**src/rtl/data_mem_pkg.sv**
```systemverilog
// Shared definitions for the data memory arbiter: default widths, port indices
// and the sequencer state encoding.
package data_mem_pkg;

   localparam int DEF_ADDR_W     = 16;
   localparam int DEF_DATA_W     = 16;
   localparam int DEF_DEPTH_LOG2 = 3;

   localparam int PORT_CORE = 0;
   localparam int PORT_DMA  = 1;

   typedef enum logic [1:0] {
      ST_IDLE   = 2'd0,
      ST_ACCESS = 2'd1,
      ST_RESP   = 2'd2
   } state_e;

endpackage

```
**src/rtl/data_mem_arbiter_rr.sv**
```systemverilog
// Two-way round-robin arbiter: one-hot grant while enabled, plus the
// next value of the last-served pointer.
module rr_arbiter2
   import data_mem_pkg::*;
(
   input  logic [1:0] valid,
   input  logic       last,
   input  logic       en,
   output logic [1:0] gnt,
   output logic       last_nxt
);

   logic winner;

   always_comb begin
      winner   = 1'b0;
      gnt      = 2'b00;
      last_nxt = last;
      // On a tie the port that was not served last takes the slot.
      if (valid == 2'b11) begin
         winner = ~last;
      end else begin
         winner = valid[PORT_DMA];
      end
      if (en && (|valid)) begin
         gnt[winner] = 1'b1;
         last_nxt    = winner;
      end
   end

endmodule

```
**src/rtl/data_mem_arbiter.sv**
```systemverilog
// Round-robin arbiter and sequencer between the core and DMA ports and the
// 8-word data memory: IDLE accepts, ACCESS drives the memory, RESP returns.
module data_mem_arbiter
   import data_mem_pkg::*;
#(
   parameter int ADDR_W     = DEF_ADDR_W,
   parameter int DATA_W     = DEF_DATA_W,
   parameter int DEPTH_LOG2 = DEF_DEPTH_LOG2
) (
   input  logic              clk,
   input  logic              rst_n,
   input  logic              req0_valid,
   output logic              req0_ready,
   input  logic              req0_we,
   input  logic [ADDR_W-1:0] req0_addr,
   input  logic [DATA_W-1:0] req0_wdata,
   output logic              rsp0_valid,
   input  logic              rsp0_ready,
   output logic [DATA_W-1:0] rsp0_rdata,
   output logic              rsp0_err,
   input  logic              req1_valid,
   output logic              req1_ready,
   input  logic              req1_we,
   input  logic [ADDR_W-1:0] req1_addr,
   input  logic [DATA_W-1:0] req1_wdata,
   output logic              rsp1_valid,
   input  logic              rsp1_ready,
   output logic [DATA_W-1:0] rsp1_rdata,
   output logic              rsp1_err,
   output logic [ADDR_W-1:0] mem_access_addr,
   output logic [DATA_W-1:0] mem_write_data,
   output logic              mem_write_en,
   output logic              mem_read,
   input  logic [DATA_W-1:0] mem_read_data
);

   function automatic logic addr_out_of_range(input logic [ADDR_W-1:0] a);
      return |a[ADDR_W-1:DEPTH_LOG2];
   endfunction

   state_e            state;
   logic              last_q;
   logic              gnt_port_q;
   logic              rsp_vld_q;
   logic              mem_we_q;
   logic              mem_rd_q;
   logic [ADDR_W-1:0] addr_q;
   logic [DATA_W-1:0] wdata_q;
   logic              err_q;
   logic [DATA_W-1:0] rsp_rdata_q;
   logic              rsp_err_q;

   logic [1:0]        gnt;
   logic              last_nxt;
   logic              accept;
   logic              sel;
   logic              sel_we;
   logic              sel_err;
   logic [ADDR_W-1:0] sel_addr;
   logic [DATA_W-1:0] sel_wdata;
   logic              rsp_hs;

   rr_arbiter2 u_arb (
      .valid    ({req1_valid, req0_valid}),
      .last     (last_q),
      .en       (state == ST_IDLE),
      .gnt      (gnt),
      .last_nxt (last_nxt)
   );

   assign accept     = |gnt;
   assign sel        = gnt[PORT_DMA];
   assign sel_we     = sel ? req1_we    : req0_we;
   assign sel_addr   = sel ? req1_addr  : req0_addr;
   assign sel_wdata  = sel ? req1_wdata : req0_wdata;
   assign sel_err    = addr_out_of_range(sel_addr);
   assign rsp_hs     = gnt_port_q ? rsp1_ready : rsp0_ready;
   assign req0_ready = gnt[PORT_CORE];
   assign req1_ready = gnt[PORT_DMA];

   always_ff @(posedge clk or negedge rst_n) begin
      if (!rst_n) begin
         state      <= ST_IDLE;
         last_q     <= 1'b1;
         gnt_port_q <= 1'b0;
         rsp_vld_q  <= 1'b0;
         mem_we_q   <= 1'b0;
         mem_rd_q   <= 1'b0;
      end else begin
         case (state)
            ST_IDLE: begin
               if (accept) begin
                  state      <= ST_ACCESS;
                  last_q     <= last_nxt;
                  gnt_port_q <= sel;
                  mem_we_q   <= sel_we & ~sel_err;
                  mem_rd_q   <= ~sel_we & ~sel_err;
               end
            end
            ST_ACCESS: begin
               state     <= ST_RESP;
               mem_we_q  <= 1'b0;
               mem_rd_q  <= 1'b0;
               rsp_vld_q <= 1'b1;
            end
            ST_RESP: begin
               if (rsp_hs) begin
                  state     <= ST_IDLE;
                  rsp_vld_q <= 1'b0;
               end
            end
            default: state <= ST_IDLE;
         endcase
      end
   end

   // Payload and response data are qualified by state/valid, so they carry no reset.
   always_ff @(posedge clk) begin
      if (accept) begin
         addr_q  <= sel_addr;
         wdata_q <= sel_wdata;
         err_q   <= sel_err;
      end
      if (state == ST_ACCESS) begin
         rsp_rdata_q <= mem_rd_q ? mem_read_data : '0;
         rsp_err_q   <= err_q;
      end
   end

   assign mem_access_addr = (state == ST_ACCESS) ? addr_q  : '0;
   assign mem_write_data  = (state == ST_ACCESS) ? wdata_q : '0;
   assign mem_write_en    = mem_we_q;
   assign mem_read        = mem_rd_q;

   assign rsp0_valid = rsp_vld_q & ~gnt_port_q;
   assign rsp1_valid = rsp_vld_q & gnt_port_q;
   assign rsp0_rdata = rsp0_valid ? rsp_rdata_q : '0;
   assign rsp1_rdata = rsp1_valid ? rsp_rdata_q : '0;
   assign rsp0_err   = rsp0_valid & rsp_err_q;
   assign rsp1_err   = rsp1_valid & rsp_err_q;

endmodule

```
**config.mk**
```make
export PLATFORM = sky130hd
export DESIGN_NAME = data_mem_arbiter
export DESIGN_NICKNAME = d
export VERILOG_FILES = /design/src/rtl/data_mem_pkg.sv /design/src/rtl/data_mem_arbiter_rr.sv /design/src/rtl/data_mem_arbiter.sv
export SDC_FILE = /design/constraint.sdc
export NUM_CORES = 1
export LEC_CHECK = 0
export ABC_AREA = 1
export CAP_MARGIN = 20
export CORE_AREA = 2 2 95 97
export DETAILED_ROUTE_END_ITERATION = 16
export DIE_AREA = 0 0 97 99
export GPL_TIMING_DRIVEN = 0
export PLACE_DENSITY = 0.8
export RECOVER_POWER = 50
export SLEW_MARGIN = 20
export SYNTH_ARGS = -nofsm -noshare
export SYNTH_HDL_FRONTEND = slang
export SYNTH_SLANG_ARGS = --single-unit
```
**constraint.sdc**
```tcl
create_clock -name clk -period 2.7 [get_ports clk]
set_clock_uncertainty 0.2 [all_clocks]
set_input_delay 0.405 -clock clk [delete_from_list [all_inputs] [get_ports clk]]
set_output_delay 0.405 -clock clk [all_outputs]
set_load 0.02 [all_outputs]
```
# ---- After elaboration in Yosys (flattened, before gate mapping)
# Cells that the tools add are included.
dict set report totals {
  reg_bits 57
  in_bits 88
  word_cells 62
}
dict set report classes {
  n_lt_le_gt_ge 2
  eq_ne 5
  muxes 21
  bitwise_logic 10
  reduce_logical 13
}
# operator n
set op_table {}
lappend op_table {{$mux 16} 6}
lappend op_table {{$reduce_or 13->1} 1}
lappend op_table {{$reduce_and 2->1} 4}
lappend op_table {{$mux 1} 7}
lappend op_table {{$and 1x1->1} 6}
lappend op_table {{$mux 2} 3}
lappend op_table {{$pmux 1 s2} 3}
lappend op_table {{$pmux 2 s3} 1}
lappend op_table {{$eq 2x2->1 const B} 2}
lappend op_table {{$ne 2x2->1 const B} 2}
lappend op_table {{$not 1->1} 4}
lappend op_table {{$reduce_bool 2->1} 2}
lappend op_table {{$reduce_or 2->1} 2}
lappend op_table {{$reduce_and 3->1} 1}
lappend op_table {{$eq 2x1->1 const B} 1}
lappend op_table {{$logic_and 1x1->1} 2}
lappend op_table {{$logic_not 2->1} 1}
lappend op_table {{$lt 1x2->1 const B} 1}
lappend op_table {{$demux 1 s1} 1}
lappend op_table {{$ge 1x1->1 const B} 1}

# ---- Logic depth before layout (Yosys ltp)
# Gate-level depths: netlist of the first run.
dict set report depth {
  depth_word 13
  mapped_depth 10
  depth_no_buf 9
}

# ---- Modules after synthesis
# Synthesis of the first run repeated with hierarchy kept, for this count alone.
dict set report hier_totals {
  hier_cells 375
  hier_area_um2 2937.8
}
# module n_inst cells_each area_each_um2 seq_area_each_um2
set modules_own_cells {}
lappend modules_own_cells {data_mem_arbiter 1 366 2897.8 1677.9}
lappend modules_own_cells {rr_arbiter2 1 9 40.0 0.0}

# ---- Least setup slack after synthesis of the first run
# OpenSTA, ideal clock, no wires.
dict set report synth_timing {
  path_kind {reg-to-output}
  from {register state[0]}
  to {output mem_access_addr[0]}
  t_arrival_ps 2259
  slack_ps -164
  path_stages_with_launch 6
  path_buffers 1
  cell_sequence {dfrtp_1 -> inv_1 -> nor2_1 -> clkinv_1 -> clkbuf_1 -> nor2_1}
}
dict set report synth_via {
  elab_chain_cells 2
}
# item line
set synth_lines {}
lappend synth_lines {{start, declared} data_mem_arbiter.sv:41} ;# state_e state;
lappend synth_lines {{start signal, assigned} data_mem_arbiter.sv:83} ;# state <= ST_IDLE;
lappend synth_lines {{start signal, assigned} data_mem_arbiter.sv:93} ;# state <= ST_ACCESS;
lappend synth_lines {{start signal, assigned} data_mem_arbiter.sv:101} ;# state <= ST_RESP;
lappend synth_lines {{$eq 2x1->1} data_mem_arbiter.sv:130} ;# assign mem_access_addr = (state == ST_ACCESS) ? addr_q : '0;
lappend synth_lines {{$mux 16} data_mem_arbiter.sv:130}
lappend synth_lines {{end, declared} data_mem_arbiter.sv:30} ;# output logic [ADDR_W-1:0] mem_access_addr,
# Every way passes these cells.

# ---- Worst setup path in the final report of the first run
dict set report layout_timing {
  from {input req0_valid}
  to {output req1_ready}
}
dict set report layout_via {
  elab_chain_cells 7
  elab_cells_between_ends 10
}
# item line
set layout_lines {}
lappend layout_lines {{start, declared} data_mem_arbiter.sv:12} ;# input logic req0_valid,
lappend layout_lines {{$eq 2x2->1} data_mem_arbiter_rr.sv:20} ;# if (valid == 2'b11) begin
lappend layout_lines {{$mux 1} data_mem_arbiter_rr.sv:20}
lappend layout_lines {{$lt 1x2->1 (implied by the code) / $ge 1x1->1 (equally long branches)} data_mem_arbiter_rr.sv:26} ;# gnt[winner] = 1'b1;
lappend layout_lines {{$logic_and 1x1->1 (implied by the code)} data_mem_arbiter_rr.sv:26}
lappend layout_lines {{$mux 1 (implied by the code)} data_mem_arbiter_rr.sv:26}
lappend layout_lines {{$demux 1 s1} n/a}
lappend layout_lines {{$mux 2 (*)} data_mem_arbiter_rr.sv:25} ;# if (en && (|valid)) begin
lappend layout_lines {{end, declared} data_mem_arbiter.sv:22} ;# output logic req1_ready,
# Every way passes the cells marked *; elsewhere a longest branch is shown, timed or not.

==> results.py, run 1 <==
metrics = {
    "synthesis": {
        "synth.net_count": 457,
        "synthFlopType": "edfxtp_1",
        "synth_seq_area_share_pct": 56.9,
        "netlist_instances": 369,
        "netlist_area_mm2": 0.00295,
        "synth-seq-cells": 57,
        "async_flop_share_pct": 12.3,
        "ys_types": 20,
        "yosys_warnings": 0,
        "avgSynthCellArea_um2": 7.99,
        "synth_edf_count": 50,
    },
    "detailed_routing": {
        "drc": 0,
        "vias_per_cell": 4.29,
        "final_antenna_net_count": 0,
        "first_pass_iters": 4,
        "drt-total-wl_um": 7660,
        "post_drt_wl_per_cell_um": 11.7,
        "drt_iter0_markers": 72,
        "vias": 2801,
    },
    "clock_network": {
        "clock_sinks": 57,
        "clk_pin_slew_worst_paths_ns": 0.07,
        "htreeDepth": 3,
        "ctsRootBufferMaster": "clkbuf_8",
        "clock_latency_ns": 0.32,
        "numCtsBuffers": 9,
        "clock_path_buffers": 2,
        "cts_tree": "yes",
    },
    "setup_path": {
        "arrival_ns": 1.98,
        "worstSetupStartpointType": "input pin",
        "reg2regPathDepth": 8,
        "crit_chain": "clkdlybuf4s50_1 > nand2_2 > nand3_4 > buf_6 > inv_1 > buf_2 > clkdlybuf4s15_1",
        "cp_slowest_cell": "clkdlybuf4s50_1",
        "worstPathRequired_ns": 2.10,
        "worst_setup_path_end_kind": "output port",
        "cp_max_fo": 10,
        "critical_path_class": "in2out",
        "cpPeakStageDelay_ns": 0.45,
    },
    "finish": {
        "diodes": 0,
        "fin_area_mm2": 0.00487,
        "drive_above_1_share_pct": 5.69,
        "layoutNonFillerInstCount": 653,
        "layout.nets": 628,
        "area_growth_pct": 65.1,
    },
    "timing": {
        "worst_pin_slew_ns": 0.947,
        "worst_slack_ns": 0.112,
        "hold_viol": 0,
        "relSlewSlack_pct": 36.9,
        "fin_crit_ns": 2.59,
        "max_freq_mhz": 386,
        "slew_violations": 0,
        "setup_viol": 0,
        "rsz0062_at_grt": "false",
        "fin_crit_sh_pct": 95.9,
    },
    "place": {
        "pre_cts_ws_ns": -0.798,
        "place_congestion": 0.844,
        "dpl.cell_count": 636,
        "placed_area_mm2": 0.00468,
        "numPortBuffers": 159,
        "dp_hpwl_um": 6020,
    },
    "global_routing": {
        "grt.overflow.total": 0,
        "antenna_found_initial": 0,
        "grt_start_max_net_pins": 36,
        "grt_pass1_vias": 2752,
        "track_usage_pct": 16.1,
        "grt_pass1_wl_um": 12200,
    },
    "pwr": {
        "power_w": 0.00456,
        "p_per_area_mw_per_mm2": 938,
        "leakagePower_nw": 2.56,
        "irDropWorstVdd_v": 0.000340,
    },
    "die": {
        "dieHeight_um": 99,
        "die_area_mm2": 0.00960,
        "core.rowCount": 34,
        "fp.coreArea_mm2": 0.00855,
        "start_util_pct": 34.5,
        "ioPinCount": 160,
        "die_w_um": 97,
    },
    "outcome": {
        "status": "finished clean",
    },
    "job": {
        "cap_violations": 0,
    },
    "worst_hold_path": {
        "hold_path.class": "in2async",
    },
}
flip-flops by register name (all words and copies together) (netlist names):
signal / count
rsp_vld_q: 1
addr_q: 16
err_q: 1
wdata_q: 16
rsp_err_q: 1
mem_write_en: 1
mem_read: 1
state: 2
rsp_rdata_q: 16
gnt_port_q: 1
last_q: 1
metal layers:
metal	share of wire (%)	track usage, %	vias up
met1	38	16.5	1223
met2	52	30.3	117
met5	0	0	-
met3	8.4	5.18	15
met4	1.9	6.28	0
li1	-	-	1446
cells by family after synthesis:
family / share of synthesized area [%]
AO/OA/AOI/OAI: 2.04
buffers and inverters: 13.2
flip-flops: 56.9
AND/OR/NAND/NOR: 27.8
cell usage after synthesis, types with 3 or more instances:
cell      instances  area (um2)
a21oi_1           4        20.0
clkbuf_1          8        30.0
o21ai_0           3        15.0
inv_1            82         308
o21ai_1           5        25.0
nand3_1           3        15.0
dfrtp_1           6         150
nand2_1         112         420
nand4_1           8        50.1
edfxtp_1         50        1500
nor2_1           74         278
buf_2             3        15.0
where the power goes:
part           internal (W)  switching (W)
combinational      0.000887        0.00142
clock              0.000446       0.000322
sequential          0.00138       0.000109
cell usage in the layout (no fill, tap or decap), drive strengths merged, types with 5 or more instances in the layout:
cell type and count:
clkdlybuf4s50 119, nand2 113, inv 82, nor2 77, edfxtp 50, dlygate4sd2 26
clkbuf 24, dlymetal6s2s 9, nand4 8, o21ai 8, dfrtp 6, clkinv 5
cell type report:
class | instances | area (um2)
plain buffers | 14 | 73.8
clock buffers | 12 | 145
clock inverters | 4 | 43.8
fillers | 789 | 3680
inverters | 84 | 318
multi-input cells | 214 | 887
flip-flops and latches | 57 | 1680
well taps | 108 | 135
repair buffers | 160 | 1590
what timing repair did:
action	CTS	global route
endpoints found under the setup margin	44	24
hold endpoints to repair	0	0
hold buffers	0	0
resized for setup	36	13
pin swaps	1	0
setup buffers	1	0
final timing paths:
check | start | end | slack, ns
worst max register to register | last_q | err_q | 0.45
worst min-delay path | rst_n | state[0] | 0.21
min in group clk | err_q | rsp_err_q | 0.22
worst min register to register | err_q | rsp_err_q | 0.22
max in group asynchronous | rst_n | last_q | 1.79
worst max-delay path | req0_valid | req1_ready | 0.11
per-stage QoR:
step | util [%] | setup TNS (ns) | hold WS [ns]
5_1_grt | 56.9 | 0 | 0.223
6_report | 56.9 | 0 | 0.212
3_3_place_gp | 54.7 | -35.94 | 0.205
4_1_cts | 56.8 | 0 | 0.150
2_1_floorplan | - | 0 | -0.0906
3_5_place_dp | 54.7 | -28.19 | 0.205
worst max-delay path: cells and delay by family:
kind	cells	cell delay (ns)
simple gates	2	0.33
buf+inv	5	1.24
No activity file was read; power rests on OpenSTA's default activity.
==> run 2: changes to the inputs <==
- RECOVER_POWER: 50 -> 100
==> run 2 against run 1 <==
  * Wire length barely moved
  * Clock-buffer cell count unchanged
  * Die area is the same
  * Cell count stayed put
  * Critical path depth is the same
  * Utilization fell by 0.95 points
  * Highest routed layer unchanged
  * Largest power group unchanged
  * Register-to-register slack hardly changed
  * Flip-flop and latch count unchanged
  * Clock power is essentially flat
  * Global-route usage did not move
  * Sequential power about the same
  * Largest cell class unchanged
==> results.py, run 2 (synthesized netlist as in run 1, its figures left out) <==
metrics = {
    "outcome": {
        "status": "finished clean",
    },
    "finish": {
        "drive_above_1_share_pct": 5.69,
        "postLayoutCoreUtil_pct": 56.0,
        "layoutNonFillerInstCount": 653,
        "diodes": 0,
        "layout_commonest_cell": "nand2_1",
        "layout.nets": 628,
        "top_regs": "addr_q x16, rsp_rdata_q x16, wdata_q x16",
        "area_growth_pct": 62.3,
        "final_cell_mix": "112 x nand2_1, 104 x clkdlybuf4s50_1, 81 x inv_1",
    },
    "die": {
        "fp.coreArea_mm2": 0.00855,
        "die_w_um": 97,
        "ioPinCount": 160,
        "die_area_mm2": 0.00960,
        "dieHeight_um": 99,
        "start_util_pct": 34.5,
        "core.rowCount": 34,
    },
    "timing": {
        "fin_crit_sh_pct": 96.4,
        "hold_ws_ns": 0.212,
        "hold_viol": 0,
        "rsz0062_at_grt": "false",
        "max_freq_mhz": 384,
        "slew_violations": 0,
        "fin_crit_ns": 2.60,
        "worst_pin_slew_ns": 0.945,
        "finalSetupTns_ns": 0,
        "relSlewSlack_pct": 37.0,
        "setup_viol": 0,
    },
    "clock_network": {
        "ctsRootBufferMaster": "clkbuf_8",
        "clock_path_buffers": 2,
        "clock_latency_ns": 0.32,
        "cts_tree": "yes",
        "clock_sinks": 57,
        "numCtsBuffers": 9,
        "clk_pin_slew_worst_paths_ns": 0.07,
        "htreeDepth": 3,
    },
    "setup_path": {
        "worst_setup_path_end_kind": "output port",
        "worstPathRequired_ns": 2.10,
        "critical_path_class": "in2out",
        "worstSetupStartpointType": "input pin",
        "cp_max_fo": 10,
        "arrival_ns": 2.00,
    },
    "detailed_routing": {
        "first_pass_iters": 4,
        "vias": 2815,
        "vias_per_cell": 4.31,
        "final_antenna_net_count": 0,
        "drt_iter0_markers": 73,
        "post_drt_wl_per_cell_um": 11.7,
        "drc": 0,
        "drt-total-wl_um": 7650,
    },
    "global_routing": {
        "grt_pass1_wl_um": 12200,
        "grt_pass1_vias": 2752,
        "grt.overflow.total": 0,
        "antenna_found_initial": 0,
        "grt_start_max_net_pins": 36,
        "track_usage_pct": 16.1,
    },
    "pwr": {
        "p_per_area_mw_per_mm2": 936,
        "irDropWorstVdd_v": 0.000339,
        "leakagePower_nw": 2.43,
        "power_w": 0.00448,
    },
    "place": {
        "dp_hpwl_um": 6020,
        "dpl.cell_count": 636,
        "place_congestion": 0.844,
        "numPortBuffers": 159,
    },
    "job": {
        "cap_violations": 0,
    },
    "worst_hold_path": {
        "hold_path.class": "in2async",
    },
}
run 2: power by group:
group | total, W | switching [W] | leakage, nW | internal [W]
registers | 0.00149 | 0.000110 | 0.559 | 0.00138
logic | 0.00222 | 0.00142 | 1.78 | 0.000803
clock network | 0.000767 | 0.000321 | 0.0978 | 0.000446
run 2: timing repair:
action,in CTS,in global routing
setup buffers,1,0
hold buffers,0,0
setup endpoints to repair,44,24
pin swaps,1,0
endpoints found under the hold margin,0,0
gates resized for setup,36,13
run 2: cell type report:
type	count	area, um2
Buffer	14	71.3
Fill cell	799	3770
Clock inverter	4	43.8
Sequential cell	57	1680
Timing Repair Buffer	160	1510
Inverter	84	318
Tap cell	108	135
Clock buffer	12	145
Multi-Input combinational cell	214	887
run 2: path summary, 6_finish.rpt:
check	from	end	slack, ns	depth (start not counted)
min reg2reg	err_q	rsp_err_q	0.22	0
min in group clk	err_q	rsp_err_q	0.22	0
max reg2reg	last_q	err_q	0.45	8
max	req0_valid	req1_ready	0.1	7
max in group asynchronous	rst_n	last_q	1.79	1
min	rst_n	state[0]	0.21	1
run 2: worst max-delay path, stage by stage:
cell and delay, ns:
clkdlybuf4s50_1 0.45, nand2_2 0.21, nand3_4 0.12, buf_6 0.16, inv_1 0.08, clkbuf_2 0.23
clkdlybuf4s15_1 0.33
run 2: per-stage QoR:
step | worst slack (ns) | area (um2)
after floorplan | 0.204 | 2950
after global placement | -0.765 | 4680
after detailed placement | -0.798 | 4680
after CTS | 0.000742 | 4850
after global routing | 0.00627 | 4780
final | 0.0984 | 4780
run 2: metal layers:
layer | up-vias | share of wire (%) | global-route usage (%)
met5 | - | 0 | 0
met4 | 0 | 1.9 | 6.28
met3 | 15 | 8.5 | 5.18
met2 | 123 | 52 | 30.3
met1 | 1230 | 38 | 16.5
li1 | 1447 | - | -
